--- src/rtl/tdm_demux_1_8_if.sv ---
// Signal bundle for the 1:8 TDM demultiplexer: serial sample input side and channel output side.
interface tdm_demux_1_8_if #(
  parameter int unsigned Width = 1
);
  logic             en;
  logic             sync;
  logic [Width-1:0] d_in;
  logic [Width-1:0] a;
  logic [Width-1:0] b;
  logic [Width-1:0] c;
  logic [Width-1:0] d;
  logic [Width-1:0] e;
  logic [Width-1:0] f;
  logic [Width-1:0] g;
  logic [Width-1:0] h;
  logic [2:0]       sel;
  logic             frame_valid;
  logic             sync_err;
  logic             par_err;

  modport master (
    output en, sync, d_in,
    input  a, b, c, d, e, f, g, h, sel, frame_valid, sync_err, par_err
  );

  modport slave (
    input  en, sync, d_in,
    output a, b, c, d, e, f, g, h, sel, frame_valid, sync_err, par_err
  );
endinterface

--- src/rtl/tdm_demux_1_8.sv ---
// 1:8 TDM demultiplexer: captures one slot per strobe into shadow registers, publishes whole frames.
// Optional even-parity slot 8 is enabled by defining TDM_DEMUX_PARITY_EN.
module tdm_demux_1_8 #(
  parameter int unsigned Width = 1
) (
  input  logic           clk_i,
  input  logic           rst_ni,
  tdm_demux_1_8_if.slave bus
);

`ifdef TDM_DEMUX_PARITY_EN
  localparam int unsigned CntW = 4;
`else
  localparam int unsigned CntW = 3;
`endif
  localparam logic [CntW-1:0] LastSlot = CntW'(`ifdef TDM_DEMUX_PARITY_EN 8 `else 7 `endif);

  typedef enum logic [0:0] {StHunt, StLocked} state_e;

  state_e           state_q;
  logic [CntW-1:0]  cnt_q;
  logic [Width-1:0] shadow_q [8];
  logic [Width-1:0] out_q    [8];
  logic             fv_q;
  logic             se_q;

`ifdef TDM_DEMUX_PARITY_EN
  logic             pe_q;
  logic [Width-1:0] par_calc;

  always_comb begin
    par_calc = '0;
    for (int i = 0; i < 8; i++) begin
      par_calc = par_calc ^ shadow_q[i];
    end
  end
`endif

  always_ff @(posedge clk_i) begin
    if (!rst_ni) begin
      state_q <= StHunt;
      cnt_q   <= '0;
      fv_q    <= 1'b0;
      se_q    <= 1'b0;
`ifdef TDM_DEMUX_PARITY_EN
      pe_q    <= 1'b0;
`endif
      for (int i = 0; i < 8; i++) begin
        shadow_q[i] <= '0;
        out_q[i]    <= '0;
      end
    end else begin
      fv_q <= 1'b0;
      se_q <= 1'b0;
`ifdef TDM_DEMUX_PARITY_EN
      pe_q <= 1'b0;
`endif
      if (bus.en) begin
        unique case (state_q)
          StHunt: begin
            if (bus.sync) begin
              shadow_q[0] <= bus.d_in;
              cnt_q       <= CntW'(1);
              state_q     <= StLocked;
            end
          end
          StLocked: begin
            if (bus.sync) begin
              // Any SYNC away from slot 0 (including on the last slot) restarts the frame here.
              se_q        <= (cnt_q != '0);
              shadow_q[0] <= bus.d_in;
              cnt_q       <= CntW'(1);
            end else if (cnt_q == LastSlot) begin
              cnt_q <= '0;
`ifdef TDM_DEMUX_PARITY_EN
              if (bus.d_in == par_calc) begin
                for (int i = 0; i < 8; i++) begin
                  out_q[i] <= shadow_q[i];
                end
                fv_q <= 1'b1;
              end else begin
                pe_q <= 1'b1;
              end
`else
              // Slot 7 goes straight from the input so the frame publishes without a bubble.
              for (int i = 0; i < 7; i++) begin
                out_q[i] <= shadow_q[i];
              end
              out_q[7] <= bus.d_in;
              fv_q     <= 1'b1;
`endif
            end else begin
              shadow_q[cnt_q[2:0]] <= bus.d_in;
              cnt_q                <= cnt_q + CntW'(1);
            end
          end
          default: state_q <= StHunt;
        endcase
      end
    end
  end

  assign bus.a           = out_q[0];
  assign bus.b           = out_q[1];
  assign bus.c           = out_q[2];
  assign bus.d           = out_q[3];
  assign bus.e           = out_q[4];
  assign bus.f           = out_q[5];
  assign bus.g           = out_q[6];
  assign bus.h           = out_q[7];
  // During parity slot 8 the low three bits read 0, as required for SEL.
  assign bus.sel         = cnt_q[2:0];
  assign bus.frame_valid = fv_q;
  assign bus.sync_err    = se_q;
`ifdef TDM_DEMUX_PARITY_EN
  assign bus.par_err     = pe_q;
`else
  assign bus.par_err     = 1'b0;
`endif

endmodule

--- src/flat_wrapper.sv ---
// flat-port wrapper written by rule: the top's interface ports become plain ports
module tdm_demux_1_8_flat 
#(
  parameter int unsigned Width = 1
)
  (clk_i, rst_ni, bus_en, bus_sync, bus_d_in, bus_a, bus_b, bus_c, bus_d, bus_e, bus_f, bus_g, bus_h, bus_sel, bus_frame_valid, bus_sync_err, bus_par_err);
  tdm_demux_1_8_if #(.Width(Width)) bus_i ();
  input  logic clk_i;
  input  logic rst_ni;
  input wire logic [$bits(bus_i.en)-1:0] bus_en;
  input wire logic [$bits(bus_i.sync)-1:0] bus_sync;
  input wire logic [$bits(bus_i.d_in)-1:0] bus_d_in;
  output wire logic [$bits(bus_i.a)-1:0] bus_a;
  output wire logic [$bits(bus_i.b)-1:0] bus_b;
  output wire logic [$bits(bus_i.c)-1:0] bus_c;
  output wire logic [$bits(bus_i.d)-1:0] bus_d;
  output wire logic [$bits(bus_i.e)-1:0] bus_e;
  output wire logic [$bits(bus_i.f)-1:0] bus_f;
  output wire logic [$bits(bus_i.g)-1:0] bus_g;
  output wire logic [$bits(bus_i.h)-1:0] bus_h;
  output wire logic [$bits(bus_i.sel)-1:0] bus_sel;
  output wire logic [$bits(bus_i.frame_valid)-1:0] bus_frame_valid;
  output wire logic [$bits(bus_i.sync_err)-1:0] bus_sync_err;
  output wire logic [$bits(bus_i.par_err)-1:0] bus_par_err;
  assign bus_i.en = bus_en;
  assign bus_i.sync = bus_sync;
  assign bus_i.d_in = bus_d_in;
  assign bus_a = bus_i.a;
  assign bus_b = bus_i.b;
  assign bus_c = bus_i.c;
  assign bus_d = bus_i.d;
  assign bus_e = bus_i.e;
  assign bus_f = bus_i.f;
  assign bus_g = bus_i.g;
  assign bus_h = bus_i.h;
  assign bus_sel = bus_i.sel;
  assign bus_frame_valid = bus_i.frame_valid;
  assign bus_sync_err = bus_i.sync_err;
  assign bus_par_err = bus_i.par_err;
  tdm_demux_1_8 #(.Width(Width)) u_core (.clk_i(clk_i), .rst_ni(rst_ni), .bus(bus_i));
endmodule
--- config.mk ---
export PLATFORM = sky130hd
export DESIGN_NAME = tdm_demux_1_8_flat
export DESIGN_NICKNAME = d
export VERILOG_FILES = /design/src/rtl/tdm_demux_1_8_if.sv /design/src/rtl/tdm_demux_1_8.sv /design/src/flat_wrapper.sv
export SDC_FILE = /design/constraint.sdc
export NUM_CORES = 1
export LEC_CHECK = 0
export CORE_MARGIN = 10
export CORE_UTILIZATION = 52
export CTS_BUF_LIST = sky130_fd_sc_hd__clkbuf_8
export DETAILED_ROUTE_END_ITERATION = 8
export GPL_TIMING_DRIVEN = 0
export PLACE_DENSITY = 0.88
export SYNTH_ARGS = -nofsm -noshare
export SYNTH_HDL_FRONTEND = slang
export SYNTH_SLANG_ARGS = --single-unit
--- constraint.sdc ---
create_clock -name clk_i -period 2 [get_ports clk_i]
set_input_delay 0.5 -clock clk_i [delete_from_list [all_inputs] [get_ports clk_i]]
set_output_delay 0.5 -clock clk_i [all_outputs]
set_load 0.005 [all_outputs]
Word-level counts from Yosys, hierarchy flattened

Memory sizes are Yosys's and may differ from the RTL's.
Cells that the tools add are included.

$add $sub $neg: 1
Equal/unequal tests: 2
Muxes and demuxes: 40
Bitwise gates (word level): 11
Reduce and logical (&&, ||, !) cells: 4

Operator list:

| cell                | count |
|---|---|
| $mux 1              | 35 |
| $mux 3              | 4 |
| $or 1x1->1          | 10 |
| $pmux 3 s2          | 1 |
| $reduce_and 4->1    | 1 |
| $add 3x1->3 const B | 1 |
| $eq 3x3->1 const B  | 1 |
| $reduce_bool 3->1   | 1 |
| $ne 2x2->1 const B  | 1 |
| $reduce_and 2->1    | 1 |
| $not 1->1           | 1 |
| $reduce_or 1->1     | 1 |

Flip-flop bits (word level): 6
Memory bits (writable): 16
Output and inout port bits: 14
Memories: 2

Memories:

| memory          | depth | width | rd ports | clocked after memory_dff | write ports | line                | source |
|---|---|---|---|---|---|---|---|
| u_core.out_q    | 8     | 1     | 8        | 0                        | 8           | tdm_demux_1_8.sv:23 | `logic [Width-1:0] out_q [8];` |
| u_core.shadow_q | 8     | 1     | 7        | 0                        | 8           | tdm_demux_1_8.sv:22 | `logic [Width-1:0] shadow_q [8];` |

Depth between registers and ports, before layout

Gate-level depths: netlist (run 1).

Depth after elaboration: 9
Gate-level depth with buffers: 6

Least setup slack after synthesis (run 1)

No wires, ideal clock.

Kind: register to register
Start: register u_core.cnt_q[0], in the netlist u_core.bus.sel[0]
End: memory u_core.shadow_q[4]
Data arrival time: 1.544 ns
Required time: 1.877 ns
Slack: 0.332 ns
Cell stages (with the launch flop): 7
Cells stage by stage: dfxtp_1 > ha_1 > ha_1 > and4bb_1 > buf_4 > nand4_1 > mux2_1

RTL lines:

| item                   | line                | source |
|---|---|---|
| start, declared        | tdm_demux_1_8.sv:21 | `logic [CntW-1:0] cnt_q;` |
| start signal, assigned | tdm_demux_1_8.sv:63 | `cnt_q <= CntW'(1);` |
| start signal, assigned | tdm_demux_1_8.sv:72 | `cnt_q <= CntW'(1);` |
| start signal, assigned | tdm_demux_1_8.sv:94 | `cnt_q <= cnt_q + CntW'(1);` |
| end, declared          | tdm_demux_1_8.sv:22 |  |

==> impl_metrics.env, run 1 <==
export IMPL_status="finished, final reports clean"
export IMPL_netSwitchingFraction_pct=20.7
export IMPL_seq_area_frac_synth_pct=54.1
export IMPL_gp_congestion=0.757
export IMPL_seq_power_share_pct=58.5
export IMPL_dr_pass1_iters=4
export IMPL_die_h_um=62.2
export IMPL_fin_ws_ns=0.163
export IMPL_synth_top_area_share_pct=28.1
export IMPL_cpPeakStageDelay_ns=0.36
export IMPL_vias_per_cell=5.07
export IMPL_fmax_mhz=544
export IMPL_finalHoldViolCount=0
export IMPL_final_antenna_net_count=0
export IMPL_hp_class="reg -> reg"
export IMPL_p_comb_share_pct=8.4
export IMPL_dp_hpwl_um=1360
export IMPL_critPathMaxFanout=8
export IMPL_portBuffers=17
export IMPL_r2r_start="u_core.bus.sel[0]"
export IMPL_synth_area_leaders="dfxtp_1 (28%), edfxtp_1 (26%), mux2_1 (7.3%), and2_1 (6.1%), ha_1 (4.1%)"
export IMPL_grt_pass1_vias=676
export IMPL_slew_violations=0
export IMPL_numCtsBuffers=3
export IMPL_syn_area_per_cell_um2=10.8
export IMPL_vias=664
export IMPL_grt_max_degree=12
export IMPL_skew_ns=0.000952
export IMPL_post_place_ws_ns=-0.265
export IMPL_yosysTopAreaCell="dfxtp_1"
export IMPL_drive_above_1_share_pct=5.66
export IMPL_yosysUniqueCellTypes=24
export IMPL_crit_chain="ha_1 > ha_1 > and4bb_1 > buf_4 > nand4_1 > mux2_1"
export IMPL_reg2reg_to="u_core.shadow_q[6]"
export IMPL_yosysMostFrequentCell="dfxtp_1"
export IMPL_peakVddDrop_mv=0.478
export IMPL_cts_buffer_depth=2
export IMPL_rsz0062_at_grt="no"
export IMPL_grt_pass1_wl_um=3040
export IMPL_cts_setup_buffers=0
export IMPL_synth_seq_cells=21
export IMPL_synth_area_um2=926
export IMPL_yosys_warnings=0
export IMPL_fin_nets=115
export IMPL_synth_edf_count=8
export IMPL_powerDensity_nw_per_um2=673
export IMPL_crit_path_frequent_cell="ha_1"
export IMPL_die_area_um2=3870
export IMPL_ys_flop_type="dfxtp_1"
export IMPL_start_kind="flip-flop"
export IMPL_route_detailed_drc=0
export IMPL_worstPathArrival_ns=1.98
export IMPL_grt_use_total_pct=9.38
export IMPL_slowest_stage="dfxtp_1"
export IMPL_reg2reg_depth=6
export IMPL_worstSetupStartpoint="u_core.bus.sel[0]"
export IMPL_clk_latency_ns=0.25
export IMPL_wl_per_cell_um=13.2
export IMPL_holdPathStages=1
export IMPL_overflow=0
export IMPL_clk_pin_slew_ns=0.07
export IMPL_cp_end_kind="flip-flop"
export IMPL_cts_tree="built"
export IMPL_p_switching_uw=163
export IMPL_fin_crit_sh_pct=91.9
export IMPL_syn_num_nets=94
export IMPL_h_tree_depth=1
export IMPL_num_rows=15
export IMPL_drv_cap=0
export IMPL_cts_sinks=21
export IMPL_io_pins=19
export IMPL_p_int_uw=625
export IMPL_cellLeakagePower_uw=0.000483
export IMPL_syn2layout_area_growth_pct=26.5
export IMPL_start_util_pct=54.2
export IMPL_fin_util_pct=68.6
export IMPL_routed_wl_um=1730
export IMPL_grt_antenna_before_repair=0
export IMPL_critPathKind="reg -> reg"
export IMPL_root_buffer="clkbuf_8"
export IMPL_ys_async_sr_fraction_pct=0
export IMPL_holdCritStartpoint="u_core.shadow_q[0]"
export IMPL_finalSetupViolations=0
export IMPL_ff2ff_setup_slack_ns=0.16
export IMPL_syn_instance_count=86
export IMPL_synthTopCellsByCount="dfxtp_1 (13), and2_1 (9), edfxtp_1 (8), nand2_1 (7), mux2_1 (6)"
export IMPL_hold_end="u_core.out_q[0][0]"
export IMPL_final_min_clock_period_ns=1.84
export IMPL_die_w_um=62.2
export IMPL_core_area_um2=1710
export IMPL_worstPathRequired_ns=2.14
export IMPL_clkPwrFrac_pct=33.1
export IMPL_antenna_cells=0
export IMPL_initialDrtViolationCount=9
layout by cell type (no fill, tap or decap), drive strengths merged:
| cell type | Yosys | final |
|---|---|---|
| and3 | 5 | 5 |
| nand2 | 7 | 7 |
| inv | 3 | 4 |
| a21oi | 1 | 1 |
| nor3 | 1 | 1 |
| and2 | 9 | 9 |
| and3b | 1 | 1 |
| nor2 | 2 | 2 |
| dfxtp | 13 | 13 |
| edfxtp | 8 | 8 |
| and4bb | 1 | 1 |
| a31oi | 1 | 1 |
| a22oi | 2 | 2 |
| clkdlybuf4s50 | 0 | 17 |
| buf | 2 | 2 |
| nand3 | 4 | 4 |
| a41o | 1 | 1 |
| clkbuf | 2 | 4 |
| conb | 1 | 1 |
| ha | 3 | 3 |
| nor2b | 5 | 5 |
| mux2 | 6 | 6 |
| nand4 | 4 | 4 |
| o21ai | 3 | 3 |
| o21a | 1 | 1 |
power by group through the flow:
stage | registers [uW] | clock network (uW) | logic (uW)
2_1_floorplan | 471 | 0 | 27.5
3_3_place_gp | 471 | 0 | 64.2
3_5_place_dp | 472 | 0 | 66.8
4_1_cts | 462 | 265 | 67.0
5_1_grt | 463 | 278 | 74.3
6_report | 462 | 261 | 66.1
what timing repair did:
item                                    4_1_cts  5_1_grt
endpoints found under the setup margin        0        8
hold buffers                                  0        0
gates resized for setup                       0        1
sequential cells by signal, summed over array words and instances, names as in the netlist:
name	flops
u_core.out_q	8
u_core.shadow_q	7
u_core.bus.sel	3
u_core.bus.frame_valid	1
u_core.bus.sync_err	1
u_core.state_q	1
critical path: cells and delay by family (launching register included):
kind	cells	cell delay [ns]
AND/OR/NAND/NOR	2	0.41
multiplexers	1	0.33
buffers and inverters	1	0.15
flip-flops	1	0.36
adder cells (fa/ha/maj)	2	0.49
how the worst max path moves through the flow:
stage | to | slack [ns] | cells past startpoint
floorplan | u_core.shadow_q[4] | 0.33 | 6
global placement | u_core.out_q[0][1] | -0.19 | 5
detailed placement | u_core.out_q[0][5] | -0.26 | 5
CTS | u_core.out_q[0][5] | 0.008 | 5
global route | u_core.shadow_q[5] | 0.04 | 6
finish | u_core.shadow_q[6] | 0.16 | 6
cell type report:
type                    instances  area, um^2
inverters                       3        11.3
clock inverters                 1        3.75
flip-flops and latches         21         500
fillers                       145         537
well taps                      25        31.3
repair buffers                 17         170
plain buffers                   3        18.8
clock buffers                   3        41.3
multi-input cells              58         394
metal layers:
| metal | up-vias | global-route usage [%] | routed length [um] |
|---|---|---|---|
| met3 | 4 | 4.48 | 172 |
| met4 | 0 | 4.29 | 32 |
| met5 | - | 0 | 0 |
| met2 | 24 | 14.5 | 790 |
| met1 | 290 | 10.6 | 739 |
| li1 | 346 | - | - |
cells by family after synthesis:
kind of cell    count (synthesis)  synth area share, %
mux                             6                 7.30
compound gates                  9                 6.35
buf+inv                         7                 3.65
other cells                     1                0.405
flops                          21                 54.1
fa+ha+maj                       3                 4.05
simple gates                   39                 24.2
per-stage QoR:
step	total power [uW]	hold WS, ns	cell area [um^2]	std cells	setup TNS (ns)
global placement	535	0.516	1130	128	-1.65
detailed placement	538	0.532	1130	128	-2.40
floorplan	499	0.479	926	86	0
CTS	794	0.551	1170	132	0
finish	788	0.548	1170	131	0
global route	816	0.565	1170	131	0
Note: power is estimated with default switching activity, not from simulation.
==> run 2: changes to the inputs <==
- CAP_MARGIN: default -> 20
- CTS_CLUSTER_SIZE: default -> 40
==> results of run 2 <==
Same layout as run 1: the final DEF is identical, and so are final timing and power.
==> run 3: changes to the inputs <==
- CORE_UTILIZATION: 52 -> 55
- CTS_CLUSTER_DIAMETER: default -> 120
- PLACE_DENSITY: 0.88 -> 0.92
- RECOVER_POWER: default -> 25
- clock period: 2 -> 2.3 ns (I/O delays scaled with it)
==> run 3 against run 2 <==
Compared with the run above: worst setup slack improved by 0.099 ns; clock-buffer cell count did not move; global-route usage rose by 0.43 points; critical endpoint is now u_core.out_q[0][1].
==> impl_metrics.env, run 3 (same netlist as run 1, synthesis figures left out) <==
export IMPL_layout_commonest_cell="dfxtp_1"
export IMPL_root_buffer="clkbuf_8"
export IMPL_layout_cells_non_filler=123
export IMPL_vias=688
export IMPL_core_area_um2=1540
export IMPL_worstPathRequired_ns=2.23
export IMPL_num_rows=14
export IMPL_p_switching_uw=141
export IMPL_cts_buffer_depth=2
export IMPL_grt_pass1_vias=674
export IMPL_cpPeakStageDelay_ns=0.57
export IMPL_cp_end_kind="flip-flop"
export IMPL_hold_ws_ns=0.536
export IMPL_portBuffers=17
export IMPL_finalHoldViolCount=0
export IMPL_overflow=0
export IMPL_cts_sinks=21
export IMPL_final_cell_mix="dfxtp_1 (13), and2_1 (9), clkdlybuf4s50_1 (9)"
export IMPL_routed_wl_um=1770
export IMPL_grt_max_degree=12
export IMPL_largest_reg_flops=8
export IMPL_fin_area_um2=1160
export IMPL_h_tree_depth=1
export IMPL_grt_use_total_pct=9.81
export IMPL_die_w_um=61.0
export IMPL_die_area_um2=3720
export IMPL_fin_crit_sh_pct=88.6
export IMPL_dp_hpwl_um=1300
export IMPL_seq_power_share_pct=58.7
export IMPL_fin_nets=116
export IMPL_peakVddDrop_mv=0.361
export IMPL_vias_per_cell=5.59
export IMPL_wl_per_cell_um=14.4
export IMPL_rsz0062_at_grt="no"
export IMPL_fmax_mhz=491
export IMPL_start_kind="primary input"
export IMPL_numCtsBuffers=3
export IMPL_crit_path_frequent_cell="nand2_1"
export IMPL_grt_pass1_wl_um=2820
export IMPL_gp_congestion=0.867
export IMPL_final_antenna_net_count=0
export IMPL_p_comb_share_pct=8.1
export IMPL_drive_above_1_share_pct=4.67
export IMPL_initialDrtViolationCount=7
export IMPL_cellLeakagePower_uw=0.000495
export IMPL_dpl_cell_area_um2=1120
export IMPL_io_pins=19
export IMPL_placed_cells=119
export IMPL_status="finished, final reports clean"
export IMPL_slowest_stage="clkdlybuf4s50_1"
export IMPL_final_min_clock_period_ns=2.04
export IMPL_start_util_pct=60.1
export IMPL_route_detailed_drc=0
export IMPL_critPathKind="in -> reg"
export IMPL_clkPwrFrac_pct=33.2
export IMPL_ctsHoldBuffers=0
export IMPL_netSwitchingFraction_pct=20.7
export IMPL_cts_resized=0
export IMPL_skew_ns=0.00267
export IMPL_clk_pin_slew_ns=0.07
export IMPL_fin_util_pct=75.3
export IMPL_worstPathArrival_ns=1.97
export IMPL_crit_chain="clkdlybuf4s50_1 > and3b_1 > clkbuf_1 > nand2_1 > nand2_1"
export IMPL_hp_class="reg -> reg"
export IMPL_regMostFlops="u_core.out_q"
export IMPL_die_h_um=61.0
export IMPL_dr_pass1_iters=4
export IMPL_critPathMaxFanout=8
export IMPL_cts_setup_buffers=0
export IMPL_clk_latency_ns=0.25
export IMPL_cts_tree="built"
export IMPL_antenna_cells=0
export IMPL_p_int_uw=542
export IMPL_powerDensity_nw_per_um2=588
export IMPL_drv_cap=0
export IMPL_syn2layout_area_growth_pct=25.4
export IMPL_finalSetupViolations=0
export IMPL_slew_violations=0
export IMPL_grt_antenna_before_repair=0
run 3: cell types whose count changed in the layout (fill, tap and decap cells not counted):
cell             delta
dlygate4sd3_1       +8
clkbuf_1            +1
nand2_1             +1
clkdlybuf4s50_1     -8
nand2_2             -1
run 3: layer usage:
metal  wire length (um)  track usage, %  up-vias
met5                  0               0        -
met1                724            10.0      314
met4                 27            4.08        0
met3                153            3.70        5
li1                   -               -      349
met2                867            17.4       20
run 3: area by class of cell:
class / instances / area, um^2
sequential: 21 / 500
inverter: 3 / 11.3
clock buffer: 3 / 41.3
multi-input combinational: 58 / 392
buffer: 4 / 22.5
clock inverter: 1 / 3.75
timing repair buffer: 17 / 170
fill: 113 / 380
tap: 16 / 20.0
run 3: final timing paths:
kind | cells after the start | slack, ns | end | from
worst max-delay path | 5 | 0.26 | u_core.out_q[0][1] | bus_en
worst min-delay path | 2 | 0.54 | u_core.bus.sync_err | u_core.state_q
worst max register to register | 6 | 0.45 | u_core.shadow_q[5] | u_core.bus.sel[1]
worst min register to register | 2 | 0.54 | u_core.bus.sync_err | u_core.state_q
run 3: critical path, delay by kind of cell:
family        cells  cell delay, ns
buf+inv           2            0.83
simple gates      3            0.56
run 3: power groups by stage:
stage | logic (uW) | clock network, uW | registers [uW]
floorplan | 24.0 | 0 | 410
global placement | 55.8 | 0 | 409
detailed placement | 57.6 | 0 | 410
CTS | 58.5 | 228 | 401
global route | 61.2 | 244 | 402
finish | 55.6 | 227 | 401
run 3: metrics by stage:
stage	power, uW	setup WS, ns	setup TNS, ns
after global routing	708	0.142	0
after global placement	465	0.0180	0
final	683	0.261	0
after floorplan	433	0.632	0
after detailed placement	467	-0.0332	-0.265
after CTS	688	0.236	0
